**config.mk**
```make
export PLATFORM = sky130hd
export DESIGN_NAME = div_seq
export DESIGN_NICKNAME = d
export VERILOG_FILES = /design/src/rtl/div_seq_pkg.sv /design/src/rtl/div_step.sv /design/src/rtl/div_seq.sv
export SDC_FILE = /design/constraint.sdc
export NUM_CORES = 1
export LEC_CHECK = 0
export ABC_AREA = 1
export CAP_MARGIN = 15
export CORE_MARGIN = 4
export CORE_UTILIZATION = 45
export DETAILED_ROUTE_END_ITERATION = 8
export HOLD_SLACK_MARGIN = 0.06
export MAX_ROUTING_LAYER = met4
export PLACE_DENSITY = 0.67
export SLEW_MARGIN = 30
export SYNTH_ARGS = -nofsm -noshare
export SYNTH_HDL_FRONTEND = slang
export SYNTH_HIERARCHICAL = 1
export SYNTH_SLANG_ARGS = --single-unit
```
**constraint.sdc**
```tcl
create_clock -name clk -period 3.6 [get_ports clk]
set_input_delay 0.36 -clock clk [delete_from_list [all_inputs] [get_ports clk]]
set_output_delay 0.36 -clock clk [all_outputs]
set_load 0.005 [all_outputs]
```
**src/rtl/div_seq_pkg.sv**
```systemverilog
// Shared constants, state encoding and small helpers for the sequential
// DIV/IDIV unit.
package div_seq_pkg;

  typedef enum logic [1:0] {
    ST_IDLE = 2'd0,
    ST_DIV  = 2'd1,
    ST_FIX  = 2'd2,
    ST_DONE = 2'd3
  } div_state_t;

  localparam int DIV_ITERS_W = 16;
  localparam int DIV_ITERS_B = 8;

  // Bit offsets of the fields inside the 32-bit ALU mul/div result word.
  localparam int OUT_QUO_LSB   = 0;
  localparam int OUT_REM_W_LSB = 16;
  localparam int OUT_REM_B_LSB = 8;

  function automatic logic [31:0] cond_neg32(input logic [31:0] v, input logic neg);
    return neg ? (~v + 32'd1) : v;
  endfunction

  function automatic logic [15:0] cond_neg16(input logic [15:0] v, input logic neg);
    return neg ? (~v + 16'd1) : v;
  endfunction

  function automatic logic [7:0] cond_neg8(input logic [7:0] v, input logic neg);
    return neg ? (~v + 8'd1) : v;
  endfunction

  function automatic logic [31:0] pack_result(input logic word, input logic [15:0] quo,
                                              input logic [15:0] rem);
    logic [31:0] res;
    res = '0;
    if (word) begin
      res[OUT_REM_W_LSB +: 16] = rem;
      res[OUT_QUO_LSB +: 16]   = quo;
    end else begin
      res[OUT_REM_B_LSB +: 8] = rem[7:0];
      res[OUT_QUO_LSB +: 8]   = quo[7:0];
    end
    return res;
  endfunction

endpackage

```
**src/rtl/div_step.sv**
```systemverilog
// One restoring-division iteration: shift {rem, quo} left, trial-subtract the
// divisor and shift the resulting quotient bit into quo[0].
module div_step (
  input  logic [15:0] rem_i,
  input  logic [15:0] quo_i,
  input  logic [15:0] dvsr_i,
  output logic [15:0] rem_o,
  output logic [15:0] quo_o
);

  logic [16:0] shifted;
  logic [17:0] trial;
  logic        borrow;
  logic        unused_hi;

  always_comb begin
    shifted = {rem_i, quo_i[15]};
    trial   = {1'b0, shifted} - {2'b00, dvsr_i};
    borrow  = trial[17];
    // rem < divisor on entry, so the kept value always fits in 16 bits.
    rem_o   = borrow ? shifted[15:0] : trial[15:0];
    quo_o   = {quo_i[14:0], ~borrow};
  end

  assign unused_hi = shifted[16] ^ trial[16];

endmodule

```
**src/rtl/div_seq.sv**
```systemverilog
// Multi-cycle DIV/IDIV unit: magnitude restoring division, one quotient bit per
// clock, with 8086 divide-error detection and ALU-compatible result packing.
module div_seq
  import div_seq_pkg::*;
(
  input  logic        clk,
  input  logic        rst,
  input  logic        start,
  input  logic [31:0] x,
  input  logic [15:0] y,
  input  logic        signed_op,
  input  logic        word_op,
  output logic        busy,
  output logic        done,
  output logic [31:0] out,
  output logic        div_exc
);

  div_state_t  state_q, state_d;
  logic [15:0] rem_q, rem_d, quo_q, quo_d, dvsr_q, dvsr_d;
  logic [4:0]  cnt_q, cnt_d;
  logic        word_q, word_d, sgn_q, sgn_d, qneg_q, qneg_d, rneg_q, rneg_d;
  logic [31:0] out_q, out_d;
  logic        exc_q, exc_d;
  // Operands of a start accepted in the DONE cycle, launched from IDLE next.
  logic        pend_q, pend_d;
  logic [31:0] px_q, px_d;
  logic [15:0] py_q, py_d;
  logic        psgn_q, psgn_d, pword_q, pword_d;

  logic [31:0] l_x;
  logic [15:0] l_y;
  logic        l_sgn, l_word, launch;
  logic        dd_neg, dv_neg, over;
  logic [31:0] dd_mag;
  logic [15:0] dv_mag, rem_init, quo_init;
  logic [15:0] step_rem, step_quo;
  logic [15:0] qm, rm, qs, rs;
  logic        range_exc;
  logic [31:0] fix_out;

  div_step u_step (
    .rem_i  (rem_q),
    .quo_i  (quo_q),
    .dvsr_i (dvsr_q),
    .rem_o  (step_rem),
    .quo_o  (step_quo)
  );

  always_comb begin
    l_x    = pend_q ? px_q    : x;
    l_y    = pend_q ? py_q    : y;
    l_sgn  = pend_q ? psgn_q  : signed_op;
    l_word = pend_q ? pword_q : word_op;
    launch = pend_q | start;
    dd_neg = l_sgn & (l_word ? l_x[31] : l_x[15]);
    dv_neg = l_sgn & (l_word ? l_y[15] : l_y[7]);
    if (l_word) begin
      dd_mag   = cond_neg32(l_x, dd_neg);
      dv_mag   = cond_neg16(l_y, dv_neg);
      rem_init = dd_mag[31:16];
      quo_init = dd_mag[15:0];
    end else begin
      dd_mag   = {16'd0, cond_neg16(l_x[15:0], dd_neg)};
      dv_mag   = {8'd0, cond_neg8(l_y[7:0], dv_neg)};
      rem_init = {8'd0, dd_mag[15:8]};
      quo_init = {dd_mag[7:0], 8'd0};
    end
    // Quotient cannot fit in n bits (also catches a zero divisor).
    over = (rem_init >= dv_mag);
  end

  always_comb begin
    qm        = word_q ? quo_q : {8'd0, quo_q[7:0]};
    rm        = word_q ? rem_q : {8'd0, rem_q[7:0]};
    qs        = cond_neg16(qm, qneg_q);
    rs        = cond_neg16(rm, rneg_q);
    range_exc = sgn_q & (word_q ? qm[15] : qm[7]);
    fix_out   = pack_result(word_q, qs, rs);
  end

  always_comb begin
    state_d = state_q;
    rem_d   = rem_q;
    quo_d   = quo_q;
    dvsr_d  = dvsr_q;
    cnt_d   = cnt_q;
    word_d  = word_q;
    sgn_d   = sgn_q;
    qneg_d  = qneg_q;
    rneg_d  = rneg_q;
    out_d   = out_q;
    exc_d   = exc_q;
    pend_d  = pend_q;
    px_d    = px_q;
    py_d    = py_q;
    psgn_d  = psgn_q;
    pword_d = pword_q;
    unique case (state_q)
      ST_IDLE: begin
        if (launch) begin
          pend_d = 1'b0;
          if (over) begin
            exc_d   = 1'b1;
            state_d = ST_DONE;
          end else begin
            rem_d   = rem_init;
            quo_d   = quo_init;
            dvsr_d  = dv_mag;
            cnt_d   = l_word ? 5'(DIV_ITERS_W) : 5'(DIV_ITERS_B);
            word_d  = l_word;
            sgn_d   = l_sgn;
            qneg_d  = dd_neg ^ dv_neg;
            rneg_d  = dd_neg;
            state_d = ST_DIV;
          end
        end
      end
      ST_DIV: begin
        rem_d = step_rem;
        quo_d = step_quo;
        cnt_d = cnt_q - 5'd1;
        if (cnt_q == 5'd1) state_d = ST_FIX;
      end
      ST_FIX: begin
        exc_d = range_exc;
        if (!range_exc) out_d = fix_out;
        state_d = ST_DONE;
      end
      ST_DONE: begin
        state_d = ST_IDLE;
        if (start) begin
          pend_d  = 1'b1;
          px_d    = x;
          py_d    = y;
          psgn_d  = signed_op;
          pword_d = word_op;
        end
      end
      default: state_d = ST_IDLE;
    endcase
  end

  always_ff @(posedge clk) begin
    if (rst) begin
      state_q <= ST_IDLE;
      rem_q   <= '0;
      quo_q   <= '0;
      dvsr_q  <= '0;
      cnt_q   <= '0;
      word_q  <= 1'b0;
      sgn_q   <= 1'b0;
      qneg_q  <= 1'b0;
      rneg_q  <= 1'b0;
      out_q   <= '0;
      exc_q   <= 1'b0;
      pend_q  <= 1'b0;
      px_q    <= '0;
      py_q    <= '0;
      psgn_q  <= 1'b0;
      pword_q <= 1'b0;
    end else begin
      state_q <= state_d;
      rem_q   <= rem_d;
      quo_q   <= quo_d;
      dvsr_q  <= dvsr_d;
      cnt_q   <= cnt_d;
      word_q  <= word_d;
      sgn_q   <= sgn_d;
      qneg_q  <= qneg_d;
      rneg_q  <= rneg_d;
      out_q   <= out_d;
      exc_q   <= exc_d;
      pend_q  <= pend_d;
      px_q    <= px_d;
      py_q    <= py_d;
      psgn_q  <= psgn_d;
      pword_q <= pword_d;
    end
  end

  assign busy    = (state_q == ST_DIV) || (state_q == ST_FIX);
  assign done    = (state_q == ST_DONE);
  assign out     = out_q;
  assign div_exc = exc_q;

endmodule

```
Yosys cells after proc, flatten, opt, wreduce, memory -nomap -nowiden

Cells that the tools add are included.

Eq/ne operators: 9
Add/sub/neg operators: 8
Order comparisons: 1
Bitwise logic cells: 14
Multiply operators: 0
Reduce and logical (&&, ||, !) cells: 12
Div/mod/pow operators: 0
Multiplexer cells: 41
Shifts and indexed selects: 0

Operator list:

| operator              | count |
|---|---|
| $mux 16               | 17 |
| $add 16x1->16 const B | 4 |
| $mux 32               | 2 |
| $not 16->16           | 4 |
| $pmux 16 s2           | 2 |
| $add 32x1->32 const B | 1 |
| $not 32->32           | 1 |
| $sub 17x16->18        | 1 |
| $ge 16x16->1          | 1 |
| $mux 5                | 3 |
| $reduce_and 3->1      | 4 |
| $ne 2x2->1 const B    | 5 |
| $pmux 5 s2            | 1 |
| $mux 1                | 9 |
| $add 8x1->8 const B   | 1 |
| $mux 8                | 1 |
| $not 8->8             | 1 |
| $pmux 2 s4            | 1 |
| $mux 2                | 3 |
| $reduce_and 2->1      | 3 |
| $reduce_bool 2->1     | 3 |
| $eq 5x1->1 const B    | 1 |
| $sub 5x1->5 const B   | 1 |
| $eq 2x2->1 const B    | 2 |
| other kinds (8)       | 13 |

Output and inout bits: 35
Memories: 0
Memory bits (writable): 0
Bits in registers: 143
Bits in latches: 0
Input port bits: 53
Memory bits (read-only): 0

Depth between registers and ports, before layout

Gate-level depths: netlist (run 1).

Depth after elaboration: 9
Gate-level depth with buffers: 29
Mapped depth without buffers: 25

Modules after synthesis

Netlist (run 1), hierarchy kept.

Modules (own cells, without submodules):

| module   | instances | seq. area each (um^2) | cells each | area each (um^2) |
|---|---|---|---|---|
| div_seq  | 1         | 2,862.7               | 1,504      | 9,181.3 |
| div_step | 1         | 0.0                   | 269        | 1,443.9 |

Worst setup path after synthesis (run 1)

No wires, ideal clock.

Path type: register -> register
Start: register pend_q
End: register dvsr_q[10]
Library setup time: 0.128 ns
Arrival: 3.301 ns
Path slack: 0.171 ns
Cell stages (with the launch flop): 27
Period minus slack after synthesis: 3.429 ns
Path through: dfxtp_1 buf_6 inv_2 buf_4 nand2_1 nand2_1 ha_1 nand3_1 nor2_2 nand2_1 nand2_1 nand2_1 nand2_1 nand3_1 and2_1 ha_1 nand2_1 nor2_1 and2_1 nor2_1 nand2_1 nand2_1 nand4_1 inv_1 clkbuf_1 clkbuf_1 a21oi_1

Longest elaborated chain between the ends: 8
Elaborated cells between the ends (all ways): 26
Classes of those cells: add/sub (4); order compare (1); mux (12); bitwise (8); reduce/logical (1)

Ends and longest elaborated chain:

| element                                     | line              | source |
|---|---|---|
| start, declared                             | div_seq.sv:26     | `logic pend_q, pend_d;` |
| start signal, assigned                      | div_seq.sv:174    | `pend_q <= pend_d;` |
| $mux 32, or another cell as far along       | div_seq.sv:51     | `l_x = pend_q ? px_q : x;` |
| $not 32->32, or another cell as far along   | div_seq_pkg.sv:21 | `return neg ? (~v + 32'd1) : v;` |
| $add 32x1->32, or another cell as far along | div_seq_pkg.sv:21 |  |
| $mux 32, or another cell as far along       | div_seq_pkg.sv:21 |  |
| $mux 16                                     | div_seq.sv:58     | `if (l_word) begin` |
| $ge 16x16->1                                | div_seq.sv:70     | `over = (rem_init >= dv_mag);` |
| $not 1->1 (no line)                         | --                |  |
| $reduce_and 3->1 (no line)                  | --                |  |
| end signal, assigned                        | div_seq.sv:166    | `dvsr_q <= dvsr_d;` |
| end, declared                               | div_seq.sv:20     | `logic [15:0] rem_q, rem_d, quo_q, quo_d, dvsr_q, dvsr_d;` |

Parallel ways exist; a longest one is shown, timed or not.
A chain may end at the register's enable or synchronous reset.

Final worst setup path (run 1)

Start: register pend_q
End: register dvsr_q[2]

The elaborated chain is that of the path after synthesis.

==> results of run 1 <==
[power breakdown]
group	switching (mW)	total, mW	internal, mW
logic	4.09	6.63	2.54
registers	0.510	2.52	2.01
clock network	0.874	1.88	1.00
total	5.47	11.0	5.56
[cells in the mapped netlist (2+ instances only)]
cell      instances
a21oi_1         125
a21oi_2           2
a22oi_1           2
a31oi_1           8
and2_1           10
and3_1            7
buf_1             5
buf_2             8
buf_4            21
buf_6             6
clkbuf_1         52
clkinv_1          2
dfxtp_1         143
ha_1             43
inv_1           195
inv_2            20
nand2_1         502
nand2_2          11
nand3_1         126
nand3_2           6
nand3b_1          4
nand4_1          25
nor2_1          198
nor2_2           11
nor2_4            2
nor3_1            7
o211ai_1          3
o21ai_0         145
o21ai_1          25
o21bai_1          2
o221ai_1          4
or2_1             3
or2_2             3
xnor2_1           5
xor2_1           28
[state kept, by name, indices dropped and copies added, names as in the netlist, 2 cells and up]
signal   count
state_q      2
px_q        32
cnt_q        5
rem_q       16
dvsr_q      16
quo_q       16
out         32
py_q        16
[how the worst max path moves through the flow]
stage	start	end	slack, ns	cells after the start
global route	pend_q$_SDFFE_PP0P_	dvsr_q[15]$_SDFFE_PP0P_	-0.25	25
detailed placement	word_op	rem_q[0]$_SDFFE_PP0P_	-0.22	23
CTS	pend_q$_SDFFE_PP0P_	rem_q[10]$_SDFFE_PP0P_	0.01	22
floorplan	pend_q$_SDFFE_PP0P_	dvsr_q[10]$_SDFFE_PP0P_	0.17	26
finish	pend_q$_SDFFE_PP0P_	dvsr_q[2]$_SDFFE_PP0P_	-0.06	24
global placement	word_op	quo_q[9]$_SDFFE_PP0P_	-0.18	24
[through the flow]
step	setup slack [ns]	util, %
finish	-0.0599	62.1
global route	-0.255	62.1
CTS	0.0126	57.8
detailed placement	-0.219	54.8
global placement	-0.177	54.8
floorplan	0.171	-
[worst max-delay path, cell delays in order (launching register included)]
cell and delay [ns]:
dfxtp_4 0.47, inv_8 0.08, buf_12 0.15, buf_8 0.12, nand2_2 0.05, nand2_2 0.07
nor2_2 0.12, nand4_1 0.18, nor2_4 0.23, nand2_2 0.08, nand2_2 0.07, nand2_2 0.08
nor2_4 0.13, inv_2 0.06, ha_4 0.27, nand4_1 0.13, nor3_2 0.21, buf_4 0.14
nand2_2 0.05, nand4_1 0.13, buf_4 0.15, clkinvlp_4 0.16, clkbuf_16 0.21, o21ai_1 0.14
a21oi_1 0.05
[area by class of cell]
type                    instances  area (µm²)
flip-flops and latches        143        2870
multi-input cells            1320        7010
fillers                      2150        8690
clock inverters                15         198
clock buffers                  17         425
inverters                     217         836
repair buffers                262        2500
well taps                     313         392
[what timing repair did]
action	CTS	global route
gates resized for setup	11	186
gates cloned	1	7
buffers inserted	0	22
pin swaps	0	48
setup endpoints to repair	56	58
hold endpoints to repair	0	0
[metal layers]
| layer | global-route usage [%] | up-vias |
|---|---|---|
| met5 | - | - |
| met4 | 7.69 | 0 |
| met3 | 3.60 | 54 |
| met2 | 38.5 | 370 |
| met1 | 34.3 | 5507 |
| li1 | - | 6043 |
[logic make-up after synthesis]
group | after synthesis
AOI/OAI and AO/OA | 322
xor gates and xnor gates | 33
adders and majority gates | 44
buffers and inverters | 310
DFF | 143
and+or+nand+nor | 921
==> qor.yml, run 1 <==
worst_r2r_path_depth: 24
rrSetupSlack_ns: -0.06
rsz0062_at_grt: "yes"
synth_compound_area_share_pct: 15.8
synthXorXnorAreaFrac_pct: 2.72
fin_area_um2: 14200
drc: 0
seq_area_frac_synth_pct: 26.9
cp_data_required_time_ns: 3.92
hp-start: "px_q[2]$_SDFFE_PP0P_"
synth_ff_type: "dfxtp_1"
post-dp-hpwl_um: 24100
grt_max_degree: 64
firstDrtPassIters: 5
grtUsageTotal_pct: 25.0
synth_simple_gate_area_share_pct: 36.9
critical_path_class: "flip-flop to flip-flop"
maxSlewViolCount: 0
arrival_ns: 3.98
postPlaceCellArea_um2: 12600
end_kind: "flip-flop"
dr_wl_met2_um: 15800
clk_latency_ns: 0.44
fin_nets: 2058
synthMuxAreaShare_pct: 0
initial_core_util_pct: 46.4
p_per_area_nw_per_um2: 775
grt_pass1_vias: 10800
fin_crit_sh_pct: 102
netlist-cell-type-count: 49
hold_buffers: 0
leakagePower_nw: 6.62
ys_ff_latch: 143
hold_slack_ns: 0.452
critPathLaunchType: "flip-flop"
finalPower_mw: 11.0
yosysTopAreaCell: "dfxtp_1"
die_y_um: 162
fin_skew_ns: 0.0163
clock-sinks: 143
max_freq_ghz: 0.273
overflow: 0
vias: 12000
r2r_end: "dvsr_q[2]$_SDFFE_PP0P_"
drive_above_1_share_pct: 20.5
syn_inst: 1773
cts_buffer_depth: 2
wl_met3_um: 1940
layout_setup_ws_ns: -0.0599
fin_cells: 2287
diodes: 0
area_growth_pct: 33.9
mostFrequentLayoutCells: "447 x nand2_1, 188 x inv_1, 172 x nor2_1, 151 x buf_4, 142 x dfxtp_1"
place_congestion: 0.923
synth_nets: 1870
violations: "negative setup slack"
die_w_um: 162
vias_per_cell: 5.24
synth_area_um2: 10600
antenna_found_initial: 0
io_pins: 88
fin_crit_ns: 3.66
met1_length_um: 15600
core-area_um2: 22900
die-area_um2: 26100
final_common_cell: "nand2_1"
path_clk_slew_ns: 0.08
worstMarginPinSlew_ns: 0.726
routed.top_layer: "met4"
postRouteAntennaNets: 0
hold_depth: 2
synth_top_family_by_area: "simple AND/OR/NAND/NOR gates"
ctsHtreeMaxLevel: 4
whs_endpoint: "px_q[2]$_SDFFE_PP0P_"
synth_edf_count: 0
cts_tree: "yes"
placementRows: 55
place_inst: 2225
synth.avg_cell_area_um2: 5.99
cts_made_buffers: 17
status: "finished, violations left"
setup_viol: 8
final.setup.tns_ns: -0.215
hold_viol: 0
drt_iter0_markers: 942
synth_fa_ha_area_share_pct: 5.25
post_drt_wl_per_cell_um: 15.0
port_buffers: 87
grt_pass1_wl_um: 53200
max_cap_violations: 0
ir_drop_mv: 0.797
path_max_fanout: 7
relSlewSlack_pct: 51.6
synthTopCellsByArea: "dfxtp_1 27%, nand2_1 18%, nor2_1 7.0%, inv_1 6.9%, o21ai_0 6.8%"
root_buffer: "clkbuf_16"
reg2reg_from: "pend_q$_SDFFE_PP0P_"
min_path_type: "flip-flop to flip-flop"
synth_top_area_share_pct: 26.9
routed_wl_um: 34200
synthArstFlopShare_pct: 0
yosysWarnings: 6
No activity file was read; power rests on OpenSTA's default activity.
==> inputs of run 2 (changes only) <==
--- a/config.mk
+++ b/config.mk
@@ -13,6 +13,7 @@
 export HOLD_SLACK_MARGIN = 0.06
 export MAX_ROUTING_LAYER = met4
 export PLACE_DENSITY = 0.67
+export REMOVE_ABC_BUFFERS = 1
 export SLEW_MARGIN = 30
 export SYNTH_ARGS = -nofsm -noshare
 export SYNTH_HDL_FRONTEND = slang
==> qor.yml, run 2 (synthesis results as in run 1) <==
hp-start: "py_q[9]$_SDFFE_PP0P_"  # was px_q[2]$_SDFFE_PP0P_
leakagePower_nw: 6.56  # was 6.62 nW
critPathLaunchType: "flip-flop"  # unchanged
fin_crit_ns: 3.59  # was 3.66 ns
hold_depth: 2  # unchanged
p_per_area_nw_per_um2: 798  # was 775 nW/µm²
cts_made_buffers: 17  # unchanged
hold_viol: 0  # unchanged
relSlewSlack_pct: 49.6  # was 51.6%
postPlaceCellArea_um2: 12500  # was 12600 µm²
place_inst: 2217  # was 2225
firstDrtPassIters: 6  # was 5
antenna_found_initial: 0  # unchanged
critical_path_class: "flip-flop to flip-flop"  # unchanged
port_buffers: 87  # unchanged
fin_cells: 2270  # was 2287
arrival_ns: 3.95  # was 3.98 ns
overflow: 0  # unchanged
grt_max_degree: 58  # was 64
status: "complete, no violations"  # was finished, violations left
worstMarginPinSlew_ns: 0.751  # was 0.726 ns
grt_pass1_vias: 10500  # was 10800
die_w_um: 162  # unchanged
fill_cells: 2217  # was 2150
placementRows: 55  # unchanged
vias: 11800  # was 12000
fin_skew_ns: 0.0125  # was 0.0163 ns
postRouteAntennaNets: 0  # unchanged
initial_core_util_pct: 46.4  # unchanged
mostFrequentLayoutCells: "458 x nand2_1, 190 x inv_1, 177 x nor2_1, 142 x dfxtp_1, 130 x buf_4"  # was 447 x nand2_1, 188 x inv_1, 172 x nor2_1, 151 x buf_4, 142 x dfxtp_1
max_freq_ghz: 0.279  # was 0.273 GHz
ctsHtreeMaxLevel: 4  # unchanged
place_congestion: 0.932  # was 0.923
path_max_fanout: 11  # was 7
routed_wl_um: 33100  # was 34200 µm
drc: 0  # unchanged
reg2reg_from: "pend_q$_SDFFE_PP0P_"  # unchanged
max_cap_violations: 0  # unchanged
area_growth_pct: 31.5  # was 33.9%
whs_endpoint: "py_q[9]$_SDFFE_PP0P_"  # was px_q[2]$_SDFFE_PP0P_
vias_per_cell: 5.19  # was 5.24
rrSetupSlack_ns: 0.01  # was -0.06 ns
rsz0062_at_grt: "yes"  # unchanged
fin_area_um2: 14000  # was 14200 µm²
diodes: 0  # unchanged
worst_r2r_path_depth: 24  # unchanged
fin_crit_sh_pct: 99.7  # was 102%
cts_buffer_depth: 2  # unchanged
path_clk_slew_ns: 0.08  # about the same
clk_latency_ns: 0.44  # about the same
fin_nets: 2041  # was 2058
end_kind: "flip-flop"  # unchanged
die-area_um2: 26100  # unchanged
drive_above_1_share_pct: 18.3  # was 20.5%
cts_tree: "yes"  # unchanged
maxSlewViolCount: 0  # unchanged
grtUsageTotal_pct: 24.1  # was 25.0%
multiInputGateArea_um2: 6910  # was 7010 µm²
die_y_um: 162  # unchanged
setup_viol: 0  # was 8
seqCellArea_um2: 2870  # unchanged
grt_pass1_wl_um: 50900  # was 53200 µm
final_common_cell: "nand2_1"  # unchanged
cp_data_required_time_ns: 3.96  # was 3.92 ns
ir_drop_mv: 0.460  # was 0.797 mV
post_drt_wl_per_cell_um: 14.6  # was 15.0 µm
min_path_type: "flip-flop to flip-flop"  # unchanged
core-area_um2: 22900  # unchanged
clock-sinks: 143  # unchanged
drt_iter0_markers: 957  # was 942
r2r_end: "quo_q[15]$_SDFFE_PP0P_"  # was dvsr_q[2]$_SDFFE_PP0P_
root_buffer: "clkbuf_16"  # unchanged
io_pins: 88  # unchanged
hold_slack_ns: 0.449  # was 0.452 ns
post-dp-hpwl_um: 23700  # was 24100 µm
## run 2: changes by cell type in the layout (fill, tap and decap cells not counted), moves of 4 or more
cell     previous run  this run
buf_4             151       130
buf_6               2         6
ha_1               35        39
ha_4                8         3
nand2_1           447       458
nand2_2            60        46
nor2_1            172       177
o21ai_1            27        39
o21ai_2            21         8
## run 2: timing repair
| action | 4_1_cts | 5_1_grt |
|---|---|---|
| setup buffers | 0 | 9 |
| gates resized for setup | 7 | 159 |
| cloned | 0 | 12 |
| hold buffers | 0 | 0 |
| pin swaps | 0 | 15 |
| endpoints found under the setup margin | 57 | 59 |
## run 2: worst max-delay path, cell delays in order (launching register included)
cell       delay [ns]
dfxtp_4          0.41
inv_8            0.10
buf_12           0.13
nand2_1          0.05
nand2_1          0.18
nor2_4           0.09
buf_4            0.15
nor2_4           0.18
nand2_2          0.11
nand2_1          0.12
nand3_1          0.12
and2_4           0.20
ha_1             0.30
nand2_2          0.10
nor2_2           0.05
and2_1           0.13
nor2_1           0.12
nand2_1          0.09
nand2_2          0.08
nand4_1          0.12
nand2_2          0.17
buf_12           0.13
clkbuf_16        0.15
o21ai_0          0.07
a21oi_1          0.15
## run 2: worst max-delay path by stage
stage	slack, ns	endpoint	start
after global routing	-0.16	rem_q[11]$_SDFFE_PP0P_	pend_q$_SDFFE_PP0P_
after global placement	-0.15	quo_q[7]$_SDFFE_PP0P_	x[0]
after floorplan	-2.95	cnt_q[0]$_SDFFE_PP0P_	pend_q$_SDFFE_PP0P_
after detailed placement	-0.22	rem_q[1]$_SDFFE_PP0P_	x[0]
final	0.01	quo_q[15]$_SDFFE_PP0P_	pend_q$_SDFFE_PP0P_
after CTS	0.008	dvsr_q[1]$_SDFFE_PP0P_	pend_q$_SDFFE_PP0P_
## run 2: power by group
part / total, mW / switching [mW] / leakage (nW) / internal, mW
logic: 6.71 / 4.15 / 5.08 / 2.55
clock network: 1.92 / 0.835 / 0.311 / 1.09
registers: 2.51 / 0.499 / 1.17 / 2.01
## run 2: area by class of cell
| type | count | share of cell area [%] |
|---|---|---|
| timing repair inverter | 1 | 0.0358 |
| tap | 313 | 2.80 |
| multi-input combinational | 1321 | 49.4 |
| clock buffer | 18 | 3.14 |
| sequential | 143 | 20.5 |
| timing repair buffer | 243 | 16.7 |
| clock inverter | 14 | 1.38 |
| inverter | 217 | 5.96 |
## run 2: layer usage
metal	vias up	global-route usage, %	wire (µm)
li1	6012	-	-
met1	5365	31.4	14300
met2	365	38.6	16000
met3	48	3.60	2140
met4	0	7.69	700
met5	-	-	0
## run 2: metrics by stage
stage	TNS (ns)	utilization, %	total power [mW]	setup WS (ns)
finish	0	61.0	11.1	0.0109
global route	-6.25	61.0	12.1	-0.162
CTS	0	57.5	10.6	0.00757
detailed placement	-9.86	54.6	8.70	-0.219
global placement	-6.78	54.6	8.58	-0.150
floorplan	-149.25	-	6.68	-2.95
==> inputs of run 3 (changes only) <==
--- a/config.mk
+++ b/config.mk
@@ -7,6 +7,7 @@
 export LEC_CHECK = 0
 export ABC_AREA = 1
 export CAP_MARGIN = 15
+export CORE_ASPECT_RATIO = 1.1
 export CORE_MARGIN = 4
 export CORE_UTILIZATION = 45
 export DETAILED_ROUTE_END_ITERATION = 8
@@ -17,5 +18,4 @@
 export SLEW_MARGIN = 30
 export SYNTH_ARGS = -nofsm -noshare
 export SYNTH_HDL_FRONTEND = slang
-export SYNTH_HIERARCHICAL = 1
 export SYNTH_SLANG_ARGS = --single-unit
==> qor.yml, run 3 <==
fin_cells: 2298  # was 2270
die_w_um: 153  # was 162 µm
netlist-cell-type-count: 51  # was 49
clock-sinks: 143  # unchanged
fin_crit_sh_pct: 103  # was 99.7%
hold_viol: 0  # unchanged
placementRows: 58  # was 55
max_freq_ghz: 0.270  # was 0.279 GHz
reg2reg_from: "pend_q$_SDFFE_PP0P_"  # unchanged
vias_per_cell: 5.23  # was 5.19
synth.avg_cell_area_um2: 6.13  # was 5.99 µm²
r2r_end: "quo_q[11]$_SDFFE_PP0P_"  # was quo_q[15]$_SDFFE_PP0P_
place_worst_setup_slack_ns: -0.446  # was -0.219 ns
area_growth_pct: 42.9  # was 31.5%
synth_top_area_share_pct: 27.4  # was 26.9%
post_drt_wl_per_cell_um: 15.6  # was 14.6 µm
critPathLaunchType: "flip-flop"  # unchanged
fin_skew_ns: 0.0117  # was 0.0125 ns
rsz0062_at_grt: "yes"  # unchanged
leakagePower_nw: 6.86  # was 6.56 nW
firstDrtPassIters: 5  # was 6
arrival_ns: 4.02  # was 3.95 ns
synthArstFlopShare_pct: 0  # unchanged
rrSetupSlack_ns: -0.11  # was 0.01 ns
drc: 0  # unchanged
min_path_type: "flip-flop to flip-flop"  # unchanged
clk_latency_ns: 0.43  # was 0.44 ns
routed_wl_um: 35800  # was 33100 µm
path_common_cell: "nand2_4"
critPathCapture: "quo_q[11]$_SDFFE_PP0P_"  # was quo_q[15]$_SDFFE_PP0P_
path_clk_slew_ns: 0.07  # was 0.08 ns
final_util_pct: 65.4  # was 61.0%
setup_viol: 50  # was 0
ir_drop_mv: 0.375  # was 0.460 mV
cp-startpoint: "pend_q$_SDFFE_PP0P_"  # unchanged
drt_iter0_markers: 938  # was 957
yosysWarnings: 0  # was 6
cts_tree: "yes"  # unchanged
final_common_cell: "nand2_1"  # unchanged
synth_area_um2: 10500  # was 10600 µm²
root_buffer: "clkbuf_16"  # unchanged
die-area_um2: 25800  # was 26100 µm²
cts_buffer_depth: 2  # unchanged
ys_top_cells_by_count: "438 x nand2_1, 227 x inv_1, 164 x o21ai_0, 143 x dfxtp_1, 142 x nor2_1"  # was 502 x nand2_1, 198 x nor2_1, 195 x inv_1, 145 x o21ai_0, 143 x dfxtp_1
worst_r2r_path_depth: 24  # unchanged
cp_slowest_cell: "dfxtp_4"  # unchanged
syn_inst: 1707  # was 1773
io_pins: 88  # unchanged
fin_nets: 2082  # was 2041
die_y_um: 168  # was 162 µm
drive_above_1_share_pct: 24.6  # was 18.3%
antenna_found_initial: 1  # was 0
violations: "negative setup slack"
path_max_fanout: 11  # unchanged
max_cap_violations: 0  # unchanged
p_per_area_nw_per_um2: 692  # was 798 nW/µm²
maxSlewViolCount: 0  # unchanged
synth_edf_count: 0  # unchanged
yosysMostFrequentCell: "nand2_1"  # unchanged
final.setup.tns_ns: -2.63  # was 0 ns
critical_path_class: "flip-flop to flip-flop"  # unchanged
synth_ff_type: "dfxtp_1"  # unchanged
cts_made_buffers: 17  # unchanged
worstMarginPinSlew_ns: 0.869  # was 0.751 ns
status: "finished, violations left"  # was complete, no violations
yosysTopAreaCell: "dfxtp_1"  # unchanged
port_buffers: 87  # unchanged
overflow: 0  # unchanged
synthTopCellsByArea: "dfxtp_1 27%, nand2_1 16%, inv_1 8.1%, o21ai_0 7.8%, a21oi_1 6.6%"  # was dfxtp_1 27%, nand2_1 18%, nor2_1 7.0%, inv_1 6.9%, o21ai_0 6.8%
initial_core_util_pct: 45.8  # was 46.4%
grt_max_degree: 77  # was 58
relSlewSlack_pct: 41.9  # was 49.6%
cp_data_required_time_ns: 3.92  # was 3.96 ns
grtUsageTotal_pct: 26.3  # was 24.1%
place_inst: 2205  # was 2217
cpPeakStageDelay_ns: 0.45  # was 0.41 ns
layout_setup_ws_ns: -0.105  # was 0.0109 ns
mostFrequentLayoutCells: "387 x nand2_1, 217 x inv_1, 208 x buf_4, 142 x dfxtp_1, 129 x o21ai_0"  # was 458 x nand2_1, 190 x inv_1, 177 x nor2_1, 142 x dfxtp_1, 130 x buf_4
end_kind: "flip-flop"  # unchanged
postRouteAntennaNets: 0  # unchanged
seq_area_frac_synth_pct: 27.4  # was 26.9%
place_congestion: 0.942  # was 0.932
path_cells: "inv_8 > buf_8 > buf_8 > nand2_1 > nand2_4 > nand2_4 > nor2_4 > buf_12 > buf_4 > o211ai_1 > nand3_1 > and2_4 > ha_4 > nand2_2 > nor2_1 > nor3_1 > nand2_1 > nand2_2 > nand4_1 > buf_6 > nand2_4 > clkinvlp_4 > a21oi_2 > a21oi_1"  # was inv_8 > buf_12 > nand2_1 > nand2_1 > nor2_4 > buf_4 > nor2_4 > nand2_2 > nand2_1 > nand3_1 > and2_4 > ha_1 > nand2_2 > nor2_2 > and2_1 > nor2_1 > nand2_1 > nand2_2 > nand4_1 > nand2_2 > buf_12 > clkbuf_16 > o21ai_0 > a21oi_1
ys_ff_latch: 143  # unchanged
grt_pass1_wl_um: 54200  # was 50900 µm
core-area_um2: 22900  # about the same
post-dp-hpwl_um: 25100  # was 23700 µm
finalPower_mw: 10.4  # was 11.1 mW
grt_pass1_vias: 10700  # was 10500
fin_crit_ns: 3.71  # was 3.59 ns
ctsHtreeMaxLevel: 4  # unchanged
vias: 12000  # was 11800
## run 3: logic make-up (layout without fill, tap and decap cells)
family | Yosys count | count (layout) | share of synthesized area (%)
other | 0 | 1 | 0
xor gates and xnor gates | 40 | 40 | 3.42
muxes | 1 | 1 | 0.108
adders and majority gates | 44 | 44 | 5.33
buffers and inverters | 317 | 605 | 12.6
DFF | 143 | 143 | 27.4
AOI/OAI and AO/OA | 370 | 370 | 19.1
and+or+nand+nor | 792 | 794 | 32.1
## run 3: worst max-delay path, delay by kind of cell (launching register included)
kind / cells / cell delay, ns
AND/OR/NAND/NOR: 13 / 1.51
buffers and inverters: 7 / 1.00
flip-flops: 1 / 0.45
AO/OA/AOI/OAI: 3 / 0.41
adder cells (fa/ha/maj): 1 / 0.21
## run 3: area by class of cell
class                      count  area (µm²)
fill                        2087        7900
inverter                     239         911
multi-input combinational   1249        7060
sequential                   143        2870
timing repair inverter         1        7.51
clock buffer                  21         470
timing repair buffer         334        3160
tap                          300         375
antenna                        1        2.50
clock inverter                10         103
## run 3: repair_timing
item | CTS | global route
resized for setup | 91 | 172
setup endpoints to repair | 57 | 59
buffers inserted | 20 | 26
hold buffers | 0 | 0
pin swaps | 21 | 72
gates cloned | 6 | 10
## run 3: per-stage QoR
step           area (µm²)  hold WS [ns]
2_1_floorplan       10000         0.429
3_3_place_gp        12800         0.439
3_5_place_dp        12800         0.448
4_1_cts             14000         0.457
5_1_grt             15000         0.478
6_report            15000         0.455
## run 3: worst min path at each step
stage | cells after the start | to | slack (ns) | start
finish | 2 | px_q[19]$_SDFFE_PP0P_ | 0.46 | px_q[19]$_SDFFE_PP0P_
global route | 2 | py_q[8]$_SDFFE_PP0P_ | 0.48 | py_q[8]$_SDFFE_PP0P_
CTS | 2 | px_q[26]$_SDFFE_PP0P_ | 0.46 | px_q[26]$_SDFFE_PP0P_
detailed placement | 2 | px_q[27]$_SDFFE_PP0P_ | 0.45 | px_q[27]$_SDFFE_PP0P_
global placement | 2 | px_q[23]$_SDFFE_PP0P_ | 0.44 | px_q[23]$_SDFFE_PP0P_
floorplan | 1 | dvsr_q[0]$_SDFFE_PP0P_ | 0.43 | rst
## run 3: routing by layer
layer / vias to the layer above / GRT usage [%] / wire length, µm
met2: 366 / 43.9 / 17700
met3: 83 / 3.03 / 1460
li1: 6081 / - / -
met4: 0 / 8.99 / 1310
met5: - / - / 0
met1: 5494 / 33.2 / 15300
## run 3: power breakdown
part	switching (mW)	leakage (nW)	internal (mW)	total (mW)
Sequential	0.404	1.17	1.96	2.36
Combinational	3.68	5.42	2.54	6.22
Clock	0.761	0.277	1.01	1.77
==> RTL change: new RTL, settings of run 1 <==
Encoding of `div_state_t`: now one-hot (4 bits for 4 states).
--- a/src/rtl/div_seq_pkg.sv
+++ b/src/rtl/div_seq_pkg.sv
@@ -4,7 +4,7 @@
 
-  typedef enum logic [1:0] {
-    ST_IDLE = 2'd0,
-    ST_DIV  = 2'd1,
-    ST_FIX  = 2'd2,
-    ST_DONE = 2'd3
+  typedef enum logic [3:0] {
+    ST_IDLE = 4'b0001,
+    ST_DIV  = 4'b0010,
+    ST_FIX  = 4'b0100,
+    ST_DONE = 4'b1000
   } div_state_t;
Formal check against the unedited RTL: no difference found for any inputs over 4 cycles, from zero or initial values and one cycle with rst high; so few cycles prove little.
==> RTL change against run 1 <==
- final area shrank 0.64%
- count of clock-buffer cells in the layout grew 3
- worst setup slack gained 180 ps
- routed wire length shrank 2.3%
- non-clock buffer count grew 16
- worst hold slack lost 1.3 ps
- sequential cell count grew 2
- synthesized cell count shrank 1.1%
- first-iteration DRC count shrank 6.7%
- synthesized area grew 0.66%
- final cell count grew 0.13%
Power is not compared: it rests on default switching activity, and its combinational part moved more than twofold at a synthesized area within 25%.
==> RTL change: results (changes against run 1) <==
| Metric | Value |
|---|---|
| Seq/Total Area, Yosys | 0.271 (+0.00198) |
| Cells after Synth | 1753 (-1.1%) |
| Number of global-route vias before repair | 10800 (-0.86%) |
| DRT iter0 DRCs | 879 (-6.7%) |
| RePlAce Congestion | 0.974 (+5.5%) |
| Ranking of synthesized cells by area | dfxtp_1 (27%), nand2_1 (19%), nand3_1 (7.3%) |
| NumNets Final | 2051 (-0.34%) |
| Post-Synth XOR/XNOR Area | 0.0254 (-0.00182) |
| Per-cell routed wire length | 14.6 um (-2.5%) |
| Largest net degree at the start of global routing | 85 (+33%) |
| Via density | 5.17 (-1.3%) |
| Place WS | -347 ps (-128 ps) |
| H-tree lvl count | 4 (unchanged) |
| Slew HR | 0.461 (-0.0553) |
| Area post-placement | 0.0127 mm^2 (+1.1%) |
| Metal1 wirelength | 15.5 mm (-1.0%) |
| Hpwl dp | 24.2 mm (+0.32%) |
| Clk_skew | 16.8 ps (+0.509 ps) |
| Fraction of layout cells with a size suffix above 1 | 0.193 (-0.0114) |
| Met2 Wirelength | 15.4 mm (-2.1%) |
| Mux cell area share after synthesis | 0 (unchanged) |
| Dpl cells | 2228 (+0.13%) |
| Post-synth top flop | dfxtp_1 |
| Routed wire length | 33.4 mm (-2.3%) |
| Hold/Removal Path Class | reg2reg |
| Hold_sp | py_q[15] |
| M1 GR Usage | 0.334 (-0.00902) |
| Worst r2r src | pend_q |
| Worst path arrival time | 3820 ps (-160 ps) |
| Met2 usage | 0.391 (+0.00562) |
| FILL cells | 2320 (+7.9%) |
| Yosys cell types | 48 (-2.0%) |
| Met3 Use GR | 0.0368 (+0.000761) |
| First-pass GRT wire length | 52.4 mm (-1.4%) |
| Outcome | finished, final reports clean |
| Most instantiated cells after synthesis | nand2_1 (555), inv_1 (204), nand3_1 (156) |
| Post-synthesis compound-gate area fraction | 0.157 (-0.000918) |
| Overall global routing resource usage | 0.248 (-0.00278) |
| DR WL met3 | 1.86 mm (-3.9%) |
| Synth Area in Adders | 0.0463 (-0.00619) |
| Warnings, synthesis | 6 (unchanged) |
| CP max FO | 10 (+3) |
| 1st-pass router iterations | 7 (+2) |
==> RTL change: changes by cell type after synthesis, sizes merged, moves of 6 or more <==
cell / delta
o21ai: -42
buf: +9
nor2: -87
xnor2: +6
nand2: +57
clkbuf: -11
a21oi: +21
nand3: +32
xor2: -8
==> RTL change: worst max-delay path: stages (launching register included) <==
cell and delay, ps:
dfxtp_4 470, buf_4 160, clkbuf_16 130, nand2_1 50
nand2_1 140, nand2_1 120, nor2_1 170, nand3_2 130
nand2_2 130, nand2_1 100, nand2_1 70, nand2_1 80
and2_4 180, ha_4 210, nand2_1 50, inv_1 30
nand2_1 60, nand3_1 90, nand2_1 70, nand2_1 50
nand2_2 80, nand3_4 100, buf_4 170, inv_6 90
buf_6 150, nand3_1 140, a21oi_1 180
==> RTL change: where the power goes <==
group / internal [W] / switching (W) / total (W)
logic: 0.00111 / 0.00175 / 0.00287
registers: 0.00174 / 0.000156 / 0.00189
clock network: 0.00102 / 0.000770 / 0.00179
total: 0.00387 / 0.00268 / 0.00655
==> RTL change: what timing repair did <==
| action | 4_1_cts | 5_1_grt |
|---|---|---|
| hold endpoints to repair | 0 | 0 |
| cloned | 0 | 8 |
| setup endpoints to repair | 41 | 60 |
| gates resized for setup | 3 | 131 |
| pin swaps | 1 | 55 |
| setup buffers | 2 | 21 |
==> RTL change: final cells by class <==
type	count	share of cell area
timing repair buffer	278	0.181
sequential	145	0.206
multi-input combinational	1302	0.486
inverter	215	0.0581
clock buffer	20	0.0330
tap	319	0.0282
clock inverter	11	0.00823
==> RTL change: final timing paths <==
kind,to,slack [ps],cells after the start
max,rem_q[5],120,26
min,py_q[15],450,2
max reg2reg,rem_q[5],120,26
min reg2reg,py_q[15],450,2
